==> config.mk <==
export PLATFORM = sky130hd
export DESIGN_NAME = evict_ds_serializer
export DESIGN_NICKNAME = d
export VERILOG_FILES = /design/src/rtl/vector_cache_pkg.sv /design/src/rtl/evict_ds_serializer.sv
export SDC_FILE = /design/constraint.sdc
export NUM_CORES = 1
export LEC_CHECK = 0
export ABC_AREA = 1
export BUFFER_PORTS_ARGS = -buffer_cell sky130_fd_sc_hd__buf_4
export CAP_MARGIN = 25
export CELL_PAD_IN_SITES_DETAIL_PLACEMENT = 0
export CELL_PAD_IN_SITES_GLOBAL_PLACEMENT = 2
export CORE_AREA = 2 2 507 509
export CTS_CLUSTER_SIZE = 10
export DETAILED_ROUTE_END_ITERATION = 10
export DIE_AREA = 0 0 509 511
export PLACE_DENSITY_LB_ADDON = 0.05
export RECOVER_POWER = 25
export SYNTH_ARGS = -nofsm -noshare
export SYNTH_HDL_FRONTEND = slang
export SYNTH_SLANG_ARGS = --single-unit
==> constraint.sdc <==
create_clock -name clk -period 67.5 [get_ports clk]
set_input_delay 3.375 -clock clk [delete_from_list [all_inputs] [get_ports clk]]
set_output_delay 3.375 -clock clk [all_outputs]
set_load 0.01 [all_outputs]
==> src/rtl/vector_cache_pkg.sv <==
// Shared vector-cache types: address, evict request, RAM line and downstream beat.
// Also holds the evict serializer beat count and its FSM state type.
package vector_cache_pkg;

    localparam int LINE_WIDTH     = 1024;
    localparam int BUS_WIDTH      = 128;
    localparam int TAG_WIDTH      = 20;
    localparam int INDEX_WIDTH    = 8;
    localparam int OFFSET_WIDTH   = 9;
    localparam int ROB_ID_WIDTH   = 6;
    localparam int DB_ID_WIDTH    = 5;
    localparam int TXNID_WIDTH    = 8;
    localparam int SIDEBAND_WIDTH = 10;
    localparam int EVICT_BEAT_NUM = LINE_WIDTH / BUS_WIDTH;

    typedef struct packed {
        logic [TAG_WIDTH-1:0]    tag;
        logic [INDEX_WIDTH-1:0]  index;
        logic [OFFSET_WIDTH-1:0] offset;
    } addr_t;

    typedef struct packed {
        addr_t                     addr;
        logic [ROB_ID_WIDTH-1:0]   rob_entry_id;
        logic [DB_ID_WIDTH-1:0]    db_entry_id;
        logic [TXNID_WIDTH-1:0]    txnid;
        logic [SIDEBAND_WIDTH-1:0] sideband;
    } evict_req_pld_t;

    typedef struct packed {
        logic [LINE_WIDTH-1:0] data;
        evict_req_pld_t        evict_req_pld;
    } ram_to_evdb_pld_t;

    typedef struct packed {
        logic [BUS_WIDTH-1:0]      data;
        addr_t                     addr;
        logic                      last;
        logic [ROB_ID_WIDTH-1:0]   rob_entry_id;
        logic [DB_ID_WIDTH-1:0]    db_entry_id;
        logic [TXNID_WIDTH-1:0]    txnid;
        logic [SIDEBAND_WIDTH-1:0] sideband;
    } evict_to_ds_pld_t;

    typedef enum logic {
        EVS_IDLE = 1'b0,
        EVS_SEND = 1'b1
    } evict_ser_state_e;

endpackage

==> src/rtl/evict_ds_serializer.sv <==
// Splits an evicted 1024-bit line into BUS_WIDTH downstream beats.
// EVICT_SER_DOUBLE_BUF_EN adds a pending line entry for zero-bubble streaming.
module evict_ds_serializer
    import vector_cache_pkg::*;
#(
    parameter int BEAT_NUM = EVICT_BEAT_NUM
) (
    input  logic             clk,
    input  logic             rst_n,
    input  logic             in_vld,
    output logic             in_rdy,
    input  ram_to_evdb_pld_t in_pld,
    output logic             out_vld,
    input  logic             out_rdy,
    output evict_to_ds_pld_t out_pld,
    output logic             busy
);

    localparam int CNT_W = $clog2(BEAT_NUM);
    localparam logic [CNT_W-1:0] LAST_BEAT = CNT_W'(BEAT_NUM - 1);
    localparam logic [OFFSET_WIDTH-1:0] BEAT_BYTES = OFFSET_WIDTH'(BUS_WIDTH / 8);

    evict_ser_state_e state_q, state_d;
    logic [CNT_W-1:0] beat_q, beat_d;
    ram_to_evdb_pld_t cur_q;
    ram_to_evdb_pld_t load_pld;
    logic             load_cur;
    logic             in_hs;
    logic             out_hs;
    logic             last_hs;

`ifdef EVICT_SER_DOUBLE_BUF_EN
    ram_to_evdb_pld_t pend_q;
    logic             pend_vld_q, pend_vld_d;
    logic             pend_load;

    assign in_rdy = !pend_vld_q;
    assign busy   = (state_q == EVS_SEND) || pend_vld_q;
`else
    assign in_rdy = (state_q == EVS_IDLE);
    assign busy   = (state_q == EVS_SEND);
`endif

    assign out_vld = (state_q == EVS_SEND);
    assign in_hs   = in_vld && in_rdy;
    assign out_hs  = out_vld && out_rdy;
    assign last_hs = out_hs && (beat_q == LAST_BEAT);

    always_comb begin
        state_d  = state_q;
        beat_d   = beat_q;
        load_cur = 1'b0;
        load_pld = in_pld;
`ifdef EVICT_SER_DOUBLE_BUF_EN
        pend_vld_d = pend_vld_q;
        pend_load  = 1'b0;
`endif
        unique case (state_q)
            EVS_IDLE: begin
                if (in_hs) begin
                    state_d  = EVS_SEND;
                    beat_d   = '0;
                    load_cur = 1'b1;
                end
            end
            EVS_SEND: begin
                if (out_hs) beat_d = beat_q + 1'b1;
                if (last_hs) begin
                    beat_d = '0;
`ifdef EVICT_SER_DOUBLE_BUF_EN
                    // Last beat hands over to the pending line, or straight to a
                    // line arriving this very cycle, so no bubble is inserted.
                    if (pend_vld_q) begin
                        load_cur   = 1'b1;
                        load_pld   = pend_q;
                        pend_vld_d = 1'b0;
                    end else if (in_hs) begin
                        load_cur = 1'b1;
                    end else begin
                        state_d = EVS_IDLE;
                    end
`else
                    state_d = EVS_IDLE;
`endif
                end
`ifdef EVICT_SER_DOUBLE_BUF_EN
                else if (in_hs) begin
                    pend_load  = 1'b1;
                    pend_vld_d = 1'b1;
                end
`endif
            end
            default: state_d = EVS_IDLE;
        endcase
    end

    always_ff @(posedge clk or negedge rst_n) begin
        if (!rst_n) begin
            state_q <= EVS_IDLE;
            beat_q  <= '0;
`ifdef EVICT_SER_DOUBLE_BUF_EN
            pend_vld_q <= 1'b0;
`endif
        end else begin
            state_q <= state_d;
            beat_q  <= beat_d;
`ifdef EVICT_SER_DOUBLE_BUF_EN
            pend_vld_q <= pend_vld_d;
`endif
        end
    end

    // Line payload is qualified by the valid state, so it carries no reset.
    always_ff @(posedge clk) begin
        if (load_cur) cur_q <= load_pld;
`ifdef EVICT_SER_DOUBLE_BUF_EN
        if (pend_load) pend_q <= in_pld;
`endif
    end

    always_comb begin
        out_pld              = '0;
        out_pld.data         = cur_q.data[beat_q*BUS_WIDTH +: BUS_WIDTH];
        out_pld.addr.tag     = cur_q.evict_req_pld.addr.tag;
        out_pld.addr.index   = cur_q.evict_req_pld.addr.index;
        out_pld.addr.offset  = cur_q.evict_req_pld.addr.offset
                             + OFFSET_WIDTH'(beat_q) * BEAT_BYTES;
        out_pld.last         = (beat_q == LAST_BEAT);
        out_pld.rob_entry_id = cur_q.evict_req_pld.rob_entry_id;
        out_pld.db_entry_id  = cur_q.evict_req_pld.db_entry_id;
        out_pld.txnid        = cur_q.evict_req_pld.txnid;
        out_pld.sideband     = cur_q.evict_req_pld.sideband;
    end

endmodule

==> impl_metrics.env, run 1 <==
export IMPL_yosys_cell_types_count=20
export IMPL_clock_sink_count=1094
export IMPL_wire_per_inst_um=22.51
export IMPL_die_area_sq_mm=0.2601
export IMPL_yosys_top_cells_count="1670 x nand2_1, 1090 x edfxtp_1, 1034 x inv_1, 516 x nand3_1, 153 x buf_2"
export IMPL_syn_area_sq_mm=0.04720
export IMPL_avgSynthCellArea_sq_um=10.28
export IMPL_syn_to_final_growth_pct=37.62
export IMPL_ant_nets=0
export IMPL_ys_ff_latch=1094
export IMPL_yosys_warnings=0
export IMPL_ios=1292
export IMPL_min_period_ns=8.060
export IMPL_syn_nets=5692
export IMPL_worstPathCellList="buf_4 > inv_1 > nor2_4 > buf_4 > buf_4 > buf_4 > buf_4 > buf_4 > buf_4"
export IMPL_worstSetupPathType="input pin to register"
export IMPL_final_max_slew_viol_count=0
export IMPL_firstDrtPassIters=5
export IMPL_vdd_drop_max_mv=0.03986
export IMPL_grt_pass1_wl_um=284900
export IMPL_worst_path_buf_inv=8
export IMPL_comb_power_share_pct=34.0
export IMPL_synth_top_flop_cell="edfxtp_1"
export IMPL_yosysTopAreaCellShare_pct=69.35
export IMPL_numCtsBuffers=151
export IMPL_power_internal_uw=1523
export IMPL_cp_slowest_cell="buf_4"
export IMPL_synth_enable_flop_cells=1090
export IMPL_grt_overflow=0
export IMPL_synth_cells=4592
export IMPL_p_seq_share_pct=33.7
export IMPL_multi_input_area_sq_mm=0.009002
export IMPL_grt_pass1_vias=35269
export IMPL_required_ns=67.90
export IMPL_core_rowCount=186
export IMPL_core_sq_mm=0.2553
export IMPL_cts_root_buf="clkbuf_16"
export IMPL_outcome="completed"
export IMPL_hold_buffers=0
export IMPL_drive_above_1_share_pct=25.70
export IMPL_regArea_sq_mm=0.03284
export IMPL_clock_latency_ns=0.77
export IMPL_track_usage_pct=15.75
export IMPL_tns_ns=0
export IMPL_async_flop_share_pct=0.3656
export IMPL_path_common_cell="buf_4"
export IMPL_fillers=27742
export IMPL_cts_setup_buffers=0
export IMPL_hpwl_um=148500
export IMPL_grt_start_max_net_pins=251
export IMPL_nets=6918
export IMPL_ys_seq_area_share_pct=69.56
export IMPL_critPathLaunchType="input pin"
export IMPL_path_delay_family="buffers and inverters"
export IMPL_ctsHtreeMaxLevel=4
export IMPL_gp_congestion=0.7497
export IMPL_synthTopCellsByArea="edfxtp_1 69%, nand2_1 13%, inv_1 8.2%"
export IMPL_final_setup_viol_count=0
export IMPL_first_iter_violations=1663
export IMPL_hold_violations=0
export IMPL_timing_final_crit_share_pct=11.94
export IMPL_synth_most_common_cell="nand2_1"
export IMPL_fmax_ghz=0.1241
export IMPL_rsz0062_at_grt="false"
export IMPL_crit_fanout=63
export IMPL_dieHeight_um=511
export IMPL_cts_tree="built"
export IMPL_initial_core_util_pct=18.49
export IMPL_vias=34968
export IMPL_netSwitchingPower_uw=900.6
export IMPL_yosysTopAreaCell="edfxtp_1"
export IMPL_swShare_pct=37.16
export IMPL_grt_antenna_before_repair=211
export IMPL_via_per_inst=3.734
export IMPL_slowest_delay_ns=0.79
export IMPL_p_leak_uw=0.02955
export IMPL_hold_class="register to register"
export IMPL_drt_total_wl_um=210900
export IMPL_relSlewSlack_pct=21.09
export IMPL_drc_errors=0
export IMPL_port_buffers=1291
export IMPL_whs_ns=0.7686
export IMPL_dieWidth_um=509
export IMPL_critPathArrivalTime_ns=8.46
export IMPL_maxCapViolations=0
export IMPL_cp_end_kind="register"
export IMPL_cts_resized=0
export IMPL_cts_buffer_depth=3
export IMPL_clockPowerShare_pct=32.3
export IMPL_tightest_slew_ns=1.184
export IMPL_clk_pin_slew_worst_paths_ns=0.06
export IMPL_fin_skew_ns=0.02679
export IMPL_powerDensity_mw_per_mm2=37.32
sequential cells by signal, summed over array words and instances, names as in the netlist:
name / cells
busy: 1
beat_q: 3
cur_q: 1033
out_pld: 57
path summary, 6_finish.rpt:
check,endpoint,startpoint,slack (ns),cells past startpoint
max,cur_q[264],in_vld,59.44,9
min,busy,busy,0.77,2
max reg2reg,cur_q[264],busy,61.63,7
min reg2reg,busy,busy,0.77,2
max in group asynchronous,beat_q[0],rst_n,64.58,1
min in group asynchronous,busy,rst_n,2.53,1
power groups by stage:
stage          Sequential (uW)  Clock, uW  Combinational, uW
2_1_floorplan              907          0                454
3_3_place_gp               832          0                877
3_5_place_dp               832          0                875
4_1_cts                    819        820                878
5_1_grt                    821        841                932
6_report                   817        782                825
cell type report:
class	count	share of cell area, %
diodes	44	0.1695
clock buffers	196	6.254
clock inverters	77	1.075
inverters	1036	6.050
multi-input cells	2202	13.86
flip-flops and latches	1094	50.56
well taps	3384	6.518
repair buffers	1333	15.51
routing by layer:
layer / global-route usage, % / up-vias / part of all wire (%)
li1: - / 16788 / -
met2: 27.23 / 1162 / 49
met5: 0 / - / 0.58
met1: 16.85 / 16307 / 37
met4: 4.142 / 192 / 2.7
met3: 7.865 / 519 / 10
placed cells by master, fill, tap and decap left out, types with 2 or more instances in the layout:
| cell | count |
|---|---|
| inv_1 | 1033 |
| buf_4 | 733 |
| nand3_1 | 516 |
| clkbuf_1 | 47 |
| clkbuf_4 | 584 |
| buf_16 | 2 |
| clkbuf_8 | 3 |
| o21ai_0 | 5 |
| ha_1 | 5 |
| edfxtp_1 | 1090 |
| clkinv_8 | 4 |
| diode_2 | 44 |
| clkinv_2 | 16 |
| clkinv_1 | 40 |
| dfrtp_4 | 3 |
| inv_8 | 2 |
| nand2_1 | 1670 |
| inv_6 | 3 |
| buf_12 | 5 |
| clkinv_16 | 5 |
| clkbuf_16 | 155 |
| bufinv_16 | 8 |
stage by stage:
step / instance area, sq um / setup WS, ns / power [uW] / cells / util (%)
final: 64960 / 59.44 / 2424 / 9366 / 25.44
after global routing: 64870 / 58.98 / 2594 / 9332 / 25.41
after CTS: 64880 / 59.25 / 2517 / 9322 / 25.41
after detailed placement: 60120 / 58.40 / 1707 / 9049 / 23.55
after global placement: 60060 / 58.47 / 1710 / 9047 / 23.53
after floorplan: 47200 / 15.96 / 1362 / 4592 / -
cell families (layout without fill, tap and decap cells):
family / after synthesis / in the layout / share of synthesized area [%]
simple gates: 2188 / 2188 / 18.78
buf+inv: 1296 / 2642 / 11.38
flops: 1094 / 1094 / 69.56
fa+ha+maj: 6 / 6 / 0.1750
compound gates: 6 / 6 / 0.06892
xor+xnor: 2 / 2 / 0.03712
other cells: 0 / 44 / 0
worst reg2reg max path: cells and delay by family (launching register included):
kind / cells / cell delay, ns
flops: 1 / 0.49
buf+inv: 6 / 4.56
simple gates: 1 / 0.42
Note: power is estimated with default switching activity, not from simulation.
==> inputs of run 2 (changes only) <==
Clock period 67.5 ns to 7.5 ns, I/O delays scaled along.
==> run 2 against run 1 <==
Net effect: combinational power grew to 9.7 times the previous value; total power grew to 9.2 times the previous value; die area stayed put; final cell count is 12% higher; hold slack worse by 0.68 ns; global-route usage is 0.53 points higher; clock power grew to 8.8 times the previous value; setup slack worse by 56 ns; utilization is 4.1 points higher; wire length is 2.9% higher; register-to-register slack worse by 57 ns; via count is 12% higher.
==> impl_metrics.env, run 2 (synthesis results as in run 1) <==
export IMPL_outcome="completed"
export IMPL_r2r_cells=5
export IMPL_vias=39043
export IMPL_cts_setup_buffers=0
export IMPL_holdPathStages=5
export IMPL_hold_violations=0
export IMPL_critPathArrivalTime_ns=3.91
export IMPL_final_cell_mix="1670 x nand2_1, 1094 x dlygate4sd3_1, 1090 x edfxtp_1"
export IMPL_critPathLaunch="beat_q[0]"
export IMPL_rsz0062_at_grt="false"
export IMPL_tns_ns=0
export IMPL_clock_sink_count=1094
export IMPL_grt_start_max_net_pins=187
export IMPL_critPathLaunchType="register"
export IMPL_grt_pass1_vias=41082
export IMPL_grt_pass1_wl_um=302800
export IMPL_gp_congestion=0.7662
export IMPL_clock_latency_ns=0.77
export IMPL_ant_nets=0
export IMPL_path_common_cell="nand2_1"
export IMPL_initial_core_util_pct=18.49
export IMPL_p_leak_uw=0.03365
export IMPL_worstPathCellList="buf_4 > buf_4 > nand2_1 > nand3_1 > nand2_1 > nand2_1 > nand2_1 > buf_4"
export IMPL_core_rowCount=186
export IMPL_fin_skew_ns=0.03852
export IMPL_largest_register="cur_q"
export IMPL_cts_tree="built"
export IMPL_syn_to_final_growth_pct=59.70
export IMPL_hpwl_um=150700
export IMPL_hold_class="input pin to register"
export IMPL_grt_antenna_before_repair=145
export IMPL_port_buffers=1291
export IMPL_tightest_slew_ns=0.9732
export IMPL_numCtsBuffers=151
export IMPL_clk_pin_slew_worst_paths_ns=0.05
export IMPL_core_sq_mm=0.2553
export IMPL_pre_cts_ws_ns=3.806
export IMPL_dieWidth_um=509
export IMPL_cts_resized=0
export IMPL_final_max_slew_viol_count=0
export IMPL_drc_errors=0
export IMPL_layout_setup_ws_ns=3.218
export IMPL_worstSetupPathType="register to output pin"
export IMPL_firstDrtPassIters=5
export IMPL_worstSetupEndpoint="out_pld[168]"
export IMPL_r2r_start="beat_q[0]"
export IMPL_cp_slowest_cell="buf_4"
export IMPL_grt_overflow=0
export IMPL_die_area_sq_mm=0.2601
export IMPL_fillers=27153
export IMPL_largest_reg_flops=1033
export IMPL_dieHeight_um=511
export IMPL_required_ns=7.12
export IMPL_maxCapViolations=0
export IMPL_timing_rr_end="busy"
export IMPL_ios=1292
export IMPL_timing_final_crit_share_pct=57.09
export IMPL_wire_per_inst_um=20.72
export IMPL_min_period_ns=4.282
export IMPL_final_common_cell="nand2_1"
export IMPL_cts_buffer_depth=3
export IMPL_via_per_inst=3.729
export IMPL_nets=8009
export IMPL_first_iter_violations=1773
export IMPL_dpl_cell_area_sq_mm=0.06017
export IMPL_ctsHtreeMaxLevel=4
export IMPL_final_setup_viol_count=0
export IMPL_cts_root_buf="clkbuf_16"
export IMPL_hold_buffers=1094
export IMPL_cp_end_kind="output pin"
export IMPL_p_total_uw=22210
export IMPL_drt_total_wl_um=217000
export IMPL_worst_r2r_setup_slack_ns=4.74
export IMPL_drive_above_1_share_pct=19.92
export IMPL_fin_area_sq_mm=0.07538
export IMPL_track_usage_pct=16.28
export IMPL_crit_fanout=65
export IMPL_slowest_delay_ns=0.82
export IMPL_relSlewSlack_pct=35.12
export IMPL_fmax_ghz=0.2335
export IMPL_powerDensity_mw_per_mm2=294.7
export IMPL_vdd_drop_max_mv=0.3272
[run 2: worst min-delay path by stage]
stage	from	end	slack (ns)
floorplan	rst_n	beat_q[0]	0.08
global placement	rst_n	busy	0.19
detailed placement	rst_n	busy	0.19
CTS	out_rdy	beat_q[1]	0.03
global route	out_rdy	beat_q[0]	0.10
finish	out_rdy	beat_q[1]	0.09
[run 2: power by group]
group | switching [uW] | internal [uW] | total [uW]
clock | 2920 | 3950 | 6880
combinational | 5200 | 2780 | 7980
sequential | 188 | 7160 | 7350
total | 8310 | 13900 | 22200
[run 2: area by class of cell]
type	count	area, sq um	share of cell area (%)
diodes	55	137.6	0.1826
repair buffers	2424	20630	27.37
clock buffers	215	4197	5.567
inverters	1036	3930	5.214
clock inverters	61	397.9	0.5279
well taps	3384	4234	5.617
flip-flops and latches	1094	32840	43.57
multi-input cells	2202	9002	11.94
[run 2: critical path: cells and delay by family, from the launching register on]
family | cells | cell delay (ns)
buffers and inverters | 3 | 1.63
flip-flops | 1 | 0.77
AND/OR/NAND/NOR | 5 | 0.61
[run 2: routing by layer]
| layer | share of wire (%) | wire (um) | global-route usage, % |
|---|---|---|---|
| met5 | 0.17 | 368 | 0 |
| met4 | 2.9 | 6277 | 4.101 |
| met3 | 5.6 | 12150 | 4.012 |
| met2 | 49 | 107100 | 28.64 |
| met1 | 42 | 91130 | 19.68 |
[run 2: stage by stage]
stage          util (%)  hold WS (ns)  std cells
2_1_floorplan         -       0.07941       4592
3_3_place_gp      23.56        0.1851       9045
3_5_place_dp      23.57        0.1854       9046
4_1_cts           29.66       0.02827      10416
5_1_grt           29.50        0.1032      10449
6_report          29.52       0.08925      10471
